--- src/rtl/mod107_mult_seq.sv ---
// Digit-serial (a*b) mod 107 sequencer. It walks b one DW-bit digit per clock, LSB first.
// The optional early termination is enabled with `define MOD107_SEQ_EARLY_TERM_EN.
module mod107_mult_seq #(
  parameter int unsigned MOD = 107,
  parameter int unsigned W   = 7,
  parameter int unsigned DW  = 3,
  parameter int unsigned ND  = 3
) (
  input  logic         clk,
  input  logic         rst,
  input  logic         in_valid,
  output logic         in_ready,
  input  logic [W-1:0] a,
  input  logic [W-1:0] b,
  output logic         out_valid,
  input  logic         out_ready,
  output logic [W-1:0] z,
  output logic         out_err,
  output logic         busy
);

  localparam int unsigned BW = ND * DW;
  localparam int unsigned AW = W + DW;
  localparam int unsigned CW = (ND > 1) ? $clog2(ND) : 1;

  typedef enum logic [1:0] {IDLE, RUN, DONE} state_t;

  state_t          state, state_nx;
  logic [W-1:0]    acc, t;
  logic [BW-1:0]   b_sh;
  logic [CW-1:0]   cnt;
  logic            err;
  logic [AW-1:0]   prod_sum;
  logic [W-1:0]    acc_nx, t_nx;
  logic            last;
  logic            accept;

  // Exact reduction of any value below 8*MOD, done by binary-weighted conditional subtraction.
  function automatic logic [W-1:0] red(input logic [AW-1:0] x);
    logic [AW-1:0] v;
    v = x;
    if (v >= AW'(4 * MOD)) v = v - AW'(4 * MOD);
    if (v >= AW'(2 * MOD)) v = v - AW'(2 * MOD);
    if (v >= AW'(MOD))     v = v - AW'(MOD);
    return v[W-1:0];
  endfunction

  assign accept = in_valid && in_ready;

  always_comb begin
    prod_sum = AW'(acc) + AW'(b_sh[DW-1:0]) * AW'(t);
    acc_nx   = red(prod_sum);
    t_nx     = red(AW'(t) << DW);
`ifdef MOD107_SEQ_EARLY_TERM_EN
    // b is shifted as it is consumed, so all-zero remaining digits mean the product is complete.
    last     = (cnt == CW'(ND - 1)) || (!err && (b_sh[BW-1:DW] == '0));
`else
    last     = (cnt == CW'(ND - 1));
`endif
  end

  always_comb begin
    state_nx = state;
    case (state)
      IDLE:    if (accept) state_nx = RUN;
      RUN:     if (last) state_nx = DONE;
      DONE:    if (out_ready) state_nx = IDLE;
      default: state_nx = IDLE;
    endcase
  end

  always_ff @(posedge clk or posedge rst) begin
    if (rst) begin
      state     <= IDLE;
      in_ready  <= 1'b0;
      out_valid <= 1'b0;
      busy      <= 1'b0;
    end else begin
      state     <= state_nx;
      in_ready  <= (state_nx == IDLE);
      out_valid <= (state_nx == DONE);
      busy      <= (state_nx != IDLE);
    end
  end

  always_ff @(posedge clk or posedge rst) begin
    if (rst) begin
      acc     <= '0;
      t       <= '0;
      b_sh    <= '0;
      cnt     <= '0;
      err     <= 1'b0;
      z       <= '0;
      out_err <= 1'b0;
    end else begin
      case (state)
        IDLE: begin
          if (accept) begin
            acc  <= '0;
            t    <= (a >= W'(MOD)) ? (a - W'(MOD)) : a;
            b_sh <= BW'(b);
            cnt  <= '0;
            err  <= (a >= W'(MOD)) || (b >= W'(MOD));
          end
        end
        RUN: begin
          acc  <= acc_nx;
          t    <= t_nx;
          b_sh <= b_sh >> DW;
          cnt  <= cnt + 1'b1;
          if (last) begin
            z       <= err ? '0 : acc_nx;
            out_err <= err;
          end
        end
        default: ;
      endcase
    end
  end

endmodule
--- config.mk ---
export PLATFORM = sky130hd
export DESIGN_NAME = mod107_mult_seq
export DESIGN_NICKNAME = d
export VERILOG_FILES = /design/src/rtl/mod107_mult_seq.sv
export SDC_FILE = /design/constraint.sdc
export NUM_CORES = 1
export LEC_CHECK = 0
export CAP_MARGIN = 20
export CORE_ASPECT_RATIO = 0.7
export CORE_MARGIN = 2
export CORE_UTILIZATION = 60
export CTS_CLUSTER_DIAMETER = 50
export DETAILED_ROUTE_END_ITERATION = 7
export GPL_TIMING_DRIVEN = 0
export MAX_ROUTING_LAYER = met4
export PLACE_DENSITY = 0.86
export SKIP_CTS_REPAIR_TIMING = 1
export SLEW_MARGIN = 20
export SYNTH_ARGS = -nofsm -noshare
export SYNTH_HDL_FRONTEND = slang
export SYNTH_SLANG_ARGS = --single-unit
--- constraint.sdc ---
create_clock -name clk -period 6.4 [get_ports clk]
set_clock_uncertainty 0.15 [all_clocks]
set_input_delay 0.96 -clock clk [delete_from_list [all_inputs] [get_ports clk]]
set_output_delay 0.96 -clock clk [all_outputs]
set_load 0.01 [all_outputs]
==> reports/qor.yml <==
drt-met1-wl_mm: 4.754
setup_viol: 0
hold_class: "reg -> reg"
path_class: "reg -> reg"
core_mm2: 0.006246
place.gp.congestion: 0.9588
syn_avg_cell_area_um2: 8.228
wl_per_cell_um: 16.99
synth_seq_cells: 37
clockRootBuffer: "clkbuf_8"
synth_top_cell_by_area: "dfrtp_1"
final_nets: 559
synth_top_area_share_pct: 23.74
crit_top_cell: "fa_1"
syn_to_final_growth_pct: 13.38
grt_pass1_vias: 3581
synth_cell_types: 71
vias_per_cell: 6.342
grtUsageTotal_pct: 29.48
cp_top_family: "adder cells"
max_freq_mhz: 164.6
max_stage_delay_ns: 0.54
synth_seq_area_share_pct: 23.74
dr.pass1.iters: 5
die-area_mm2: 0.007171
grt_pass1_wl_mm: 16.59
async_flop_share_pct: 100.0
end_kind: "flop"
status: "finished, final reports clean"
port_buffers: 28
synth_edf_count: 0
wirelength_mm: 9.974
diodes: 0
route.met2.wl_mm: 4.488
die_w_um: 100.4
clock_latency_ns: 0.29
drc: 0
cpMaxStageDelayCell: "fa_1"
drv_cap: 0
cp_data_arrival_time_ns: 6.15
clockBufferDepth: 2
synth.most_common_cell: "nand2_1"
dieHeight_um: 71.46
r2r_start: "t[0]"
path_max_fanout: 10
drt_iter0_drc: 256
post-route-period-util_pct: 94.93
grt_max_degree: 38
cts_made_buffers: 5
worst-endpoint-required_ns: 6.47
rows: 24
slew_headroom_pct: 49.72
htreeDepth: 2
path_buf_inv: 3
synthTopCellsByCount: "nand2_1 (42), inv_1 (38), dfrtp_1 (37)"
initial_utilization_pct: 62.44
cts_tree: "done"
synth_area_mm2: 0.003900
vias: 3723
io_pins: 29
netlist_instances: 474
syn_nets: 525
postLayoutCoreUtil_pct: 70.79
place_hpwl_mm: 7.690
highest_layer: "met4"
ys_warn_count: 0
gr-total-overflow: 0
worstMarginPinSlew_ns: 0.7531
finalMaxSlewViolations: 0
ff2ff_setup_slack_ns: 0.32
fin_crit_ns: 6.075
clock_sinks: 37
cp-start-kind: "flop"
clk_pin_slew_ns: 0.08
ant_nets: 0
antenna_found_initial: 0
worstHoldStart: "z[4]"
ys_top_cells_by_area: "dfrtp_1 (24%), ha_1 (7.1%), fa_1 (5.6%)"
met3RoutedLength_um: 624
finalHoldViolations: 0
crit_start: "t[0]"
drive_above_1_share_pct: 11.59
fillCellCount: 482
cp_cell_sequence: "nand2_1, fa_1, inv_1, fa_1, inv_1, fa_1, nand2b_1, a21o_1, a2bb2oi_2, xor2_1, buf_2, mux2i_1, a32o_2, o21ai_0, nand2_1, xnor2_1, ha_1, nor3_1, or2_1, a21oi_2, mux2i_2, a22o_1"
ys.flop_type: "dfrtp_1"
==> cell type report <==
class	count	area, um^2	share of cell area (%)
multi-input combinational	382	2796	63.24
buffer	13	60.06	1.358
tap	78	97.59	2.207
inverter	38	142.6	3.226
sequential	37	930.9	21.05
clock buffer	5	68.82	1.556
timing repair buffer	31	302.8	6.848
clock inverter	3	22.52	0.5093
==> state kept, by name (all words and copies together), names as in the netlist <==
register	flops
acc	7
b_sh	7
t	7
z	7
cnt	2
state	2
busy	1
err	1
in_ready	1
out_err	1
out_valid	1
==> worst paths after layout <==
| kind | to | cells past startpoint |
|---|---|---|
| max | acc[6] | 22 |
| min | z[4] | 2 |
| max reg2reg | acc[6] | 22 |
| min reg2reg | z[4] | 2 |
| max in group asynchronous | b_sh[2] | 2 |
| min in group asynchronous | z[3] | 2 |
==> worst min-delay path: stages (launching register included) <==
cell     delay (ns)
dfrtp_1        0.36
nand2_1        0.05
o21ai_0        0.07
==> layer usage <==
layer	vias up	global-route usage [%]
li1	1783	-
met1	1785	41.84
met2	139	45.64
met3	16	4.878
met4	0	5.023
met5	-	-
==> cell usage in the layout (no fill, tap or decap), drive strengths merged, types with 10 or more instances in the layout <==
master          n
nand3          24
dfrtp          37
nand2          43
xnor2          21
clkdlybuf4s50  28
clkbuf         14
o21ai          42
a211oi         10
nor3           13
nor2           31
a21oi          29
fa             11
inv            38
ha             22
and2           15
==> per-stage QoR <==
stage                     setup TNS [ns]  hold WS, ns  cell area [um^2]  instances  worst slack, ns
after global placement                 0       0.3250              4278        580           0.1654
after floorplan                        0       0.3112              3900        474           0.8565
after CTS                       -0.04518       0.3694              4369        588         -0.03520
after detailed placement               0       0.3391              4278        580          0.04855
final                                  0       0.3694              4422        587           0.3247
after global routing           -0.009837       0.3845              4422        587        -0.009837
==> cells by family after synthesis <==
group	count (synthesis)	synth area share [%]
buffers and inverters	55	5.582
multiplexers	12	3.176
AO/OA/AOI/OAI	146	26.89
flip-flops	37	23.74
XOR/XNOR	30	6.737
AND/OR/NAND/NOR	161	21.17
adder cells (fa/ha/maj)	33	12.70
Power is not shown: default switching activity piles up to over one toggle a cycle in this logic, so the estimate is an artifact.
==> RTL edit, RTL diff (same settings) <==
Set the parameter `ND` to 6 (it was 3).
--- a/src/rtl/mod107_mult_seq.sv
+++ b/src/rtl/mod107_mult_seq.sv
@@ -4,7 +4,7 @@
   parameter int unsigned MOD = 107,
   parameter int unsigned W   = 7,
   parameter int unsigned DW  = 3,
-  parameter int unsigned ND  = 3
+  parameter int unsigned ND  = 6
 ) (
   input  logic         clk,
   input  logic         rst,
Check against the original RTL: not equivalent (a bounded check fails within 10 cycles, from zero or initial values and one cycle with rst high).
==> RTL edit against the unedited design <==
Highest routed layer unchanged. Wire length increased by 5.6%. Area after synthesis increased by 4.0%. Largest cell class unchanged. Cell count increased by 3.7%. Critical endpoint is now z[1]$_DFFE_PP0P_. Sequential cell count increased by 1. Non-clock buffer count decreased by 1. Worst setup slack got worse by 0.11 ns. Design area increased by 7.9%.
Power is not shown: default switching activity piles up to over one toggle a cycle in this logic, so the estimate is an artifact.
==> RTL edit: results (changes against the unedited design) <==
status: completed (unchanged)
met1 GRT Util: 40.66% (was 41.84%)
first-pass GRT wire length: 16.55 mm (was 16.59 mm)
placed cell areas: 0.004453 sq mm (was 0.004278 sq mm)
Yosys cell types: 81 (was 71)
number of global-route vias before repair: 3,595 (was 3,581)
register area share after synthesis: 23.45% (was 23.74%)
Post-Synth Adder-Cell Area: 12.53% (was 12.70%)
GR Util met2: 43.35% (was 45.64%)
mux cell area share after synthesis: 4.721% (was 3.176%)
most instantiated cells after synthesis: nand2_1, dfrtp_1, nor2_1, inv_1, nand3_1 (was nand2_1, inv_1, dfrtp_1, nor2_1, o21ai_0)
worst reg-to-reg setup slack: 0.21 ns (was 0.32 ns)
hold-critical path endpoint: z[1]$_DFFE_PP0P_ (was z[4]$_DFFE_PP0P_)
pin count of the biggest net entering global routing: 39 (was 38)
drt via density: 6.430 (was 6.342)
iteration count of the initial detailed-routing pass: 6 (was 5)
fraction of layout cells with a size suffix above 1: 15.73% (was 11.59%)
fillers: 488 (was 482)
CP max stage delay: 0.67 ns (was 0.54 ns)
routed wire length: 10.54 mm (was 9.974 mm)
CP Launch Point: b_sh[2]$_DFFE_PP0P_ (was t[0]$_DFFE_PP0P_)
DP Cell Count: 597 (was 580)
Rel. slew slack: 47.62% (was 49.72%)
gpl congestion: 0.8988 (was 0.9588)
delay-heaviest family, CP: compound AO/OA/AOI/OAI gates (was adder cells)
Post-Syn Nets: 527 (was 525)
complex-gate fraction of the synthesized area: 28.11% (was 26.88%)
M3 GR Usage: 5.077% (was 4.878%)
worst reg2reg path depth: 21 (was 22)
CP Max Fanout: 9 (was 10)
Final HPWL DP: 7.425 mm (was 7.690 mm)
hold_ws: 0.3503 ns (was 0.3694 ns)
hold_sp: z[1]$_DFFE_PP0P_ (was z[4]$_DFFE_PP0P_)
metal3 WL: 834 um (was 624 um)
total CTS buffers: 5 (unchanged)
Initial DRC Count: 366 (was 256)
Clock Latency Late Sink: 0.30 ns
dominant cells by area after synthesis: dfrtp_1, ha_1, fa_1 (unchanged)
all-layer global routing usage: 28.70% (was 29.48%)
fin nets: 566 (was 559)
Crit path arrival time: 6.22 ns (was 6.15 ns)
via count: 3,916 (was 3,723)
Worst Setup EP: z[1]$_DFFE_PP0P_ (was acc[6]$_DFFE_PP0P_)
metal2 WL: 4.802 mm (was 4.488 mm)
xor/xnor share of the synthesized area: 6.017% (was 6.737%)
slowest CP cell: fa_2 (was fa_1)
Avg Synthesized Cell Area: 8.537 sq um (was 8.228 sq um)
met1 wire length: 4.693 mm (was 4.754 mm)
RTL edit: changes by cell type after synthesis, sizes merged, moves of 4 or more:
cell    change
nand3       +4
o31ai       +4
inv         -5
nor2        +5
a211oi      -4
clkbuf      -4
xnor2       -6
o21ai       -5
nor3        -4
RTL edit: final cells by class:
class	instances	area, sq um	area share [%]
Tap cell	94	117.6	2.466
Sequential cell	38	957.2	20.07
Timing Repair Buffer	34	325.3	6.821
Multi-Input combinational cell	393	3068	64.32
Clock buffer	6	82.58	1.731
Buffer	9	35.03	0.7345
Clock inverter	2	60.06	1.259
Inverter	33	123.9	2.597
RTL edit: per-stage QoR:
step | setup WS, ns | setup TNS [ns]
floorplan | 0.6789 | 0
global placement | 0.1084 | 0
detailed placement | -0.1010 | -0.2564
CTS | -0.1514 | -0.4573
global route | -0.03562 | -0.07777
finish | 0.2137 | 0
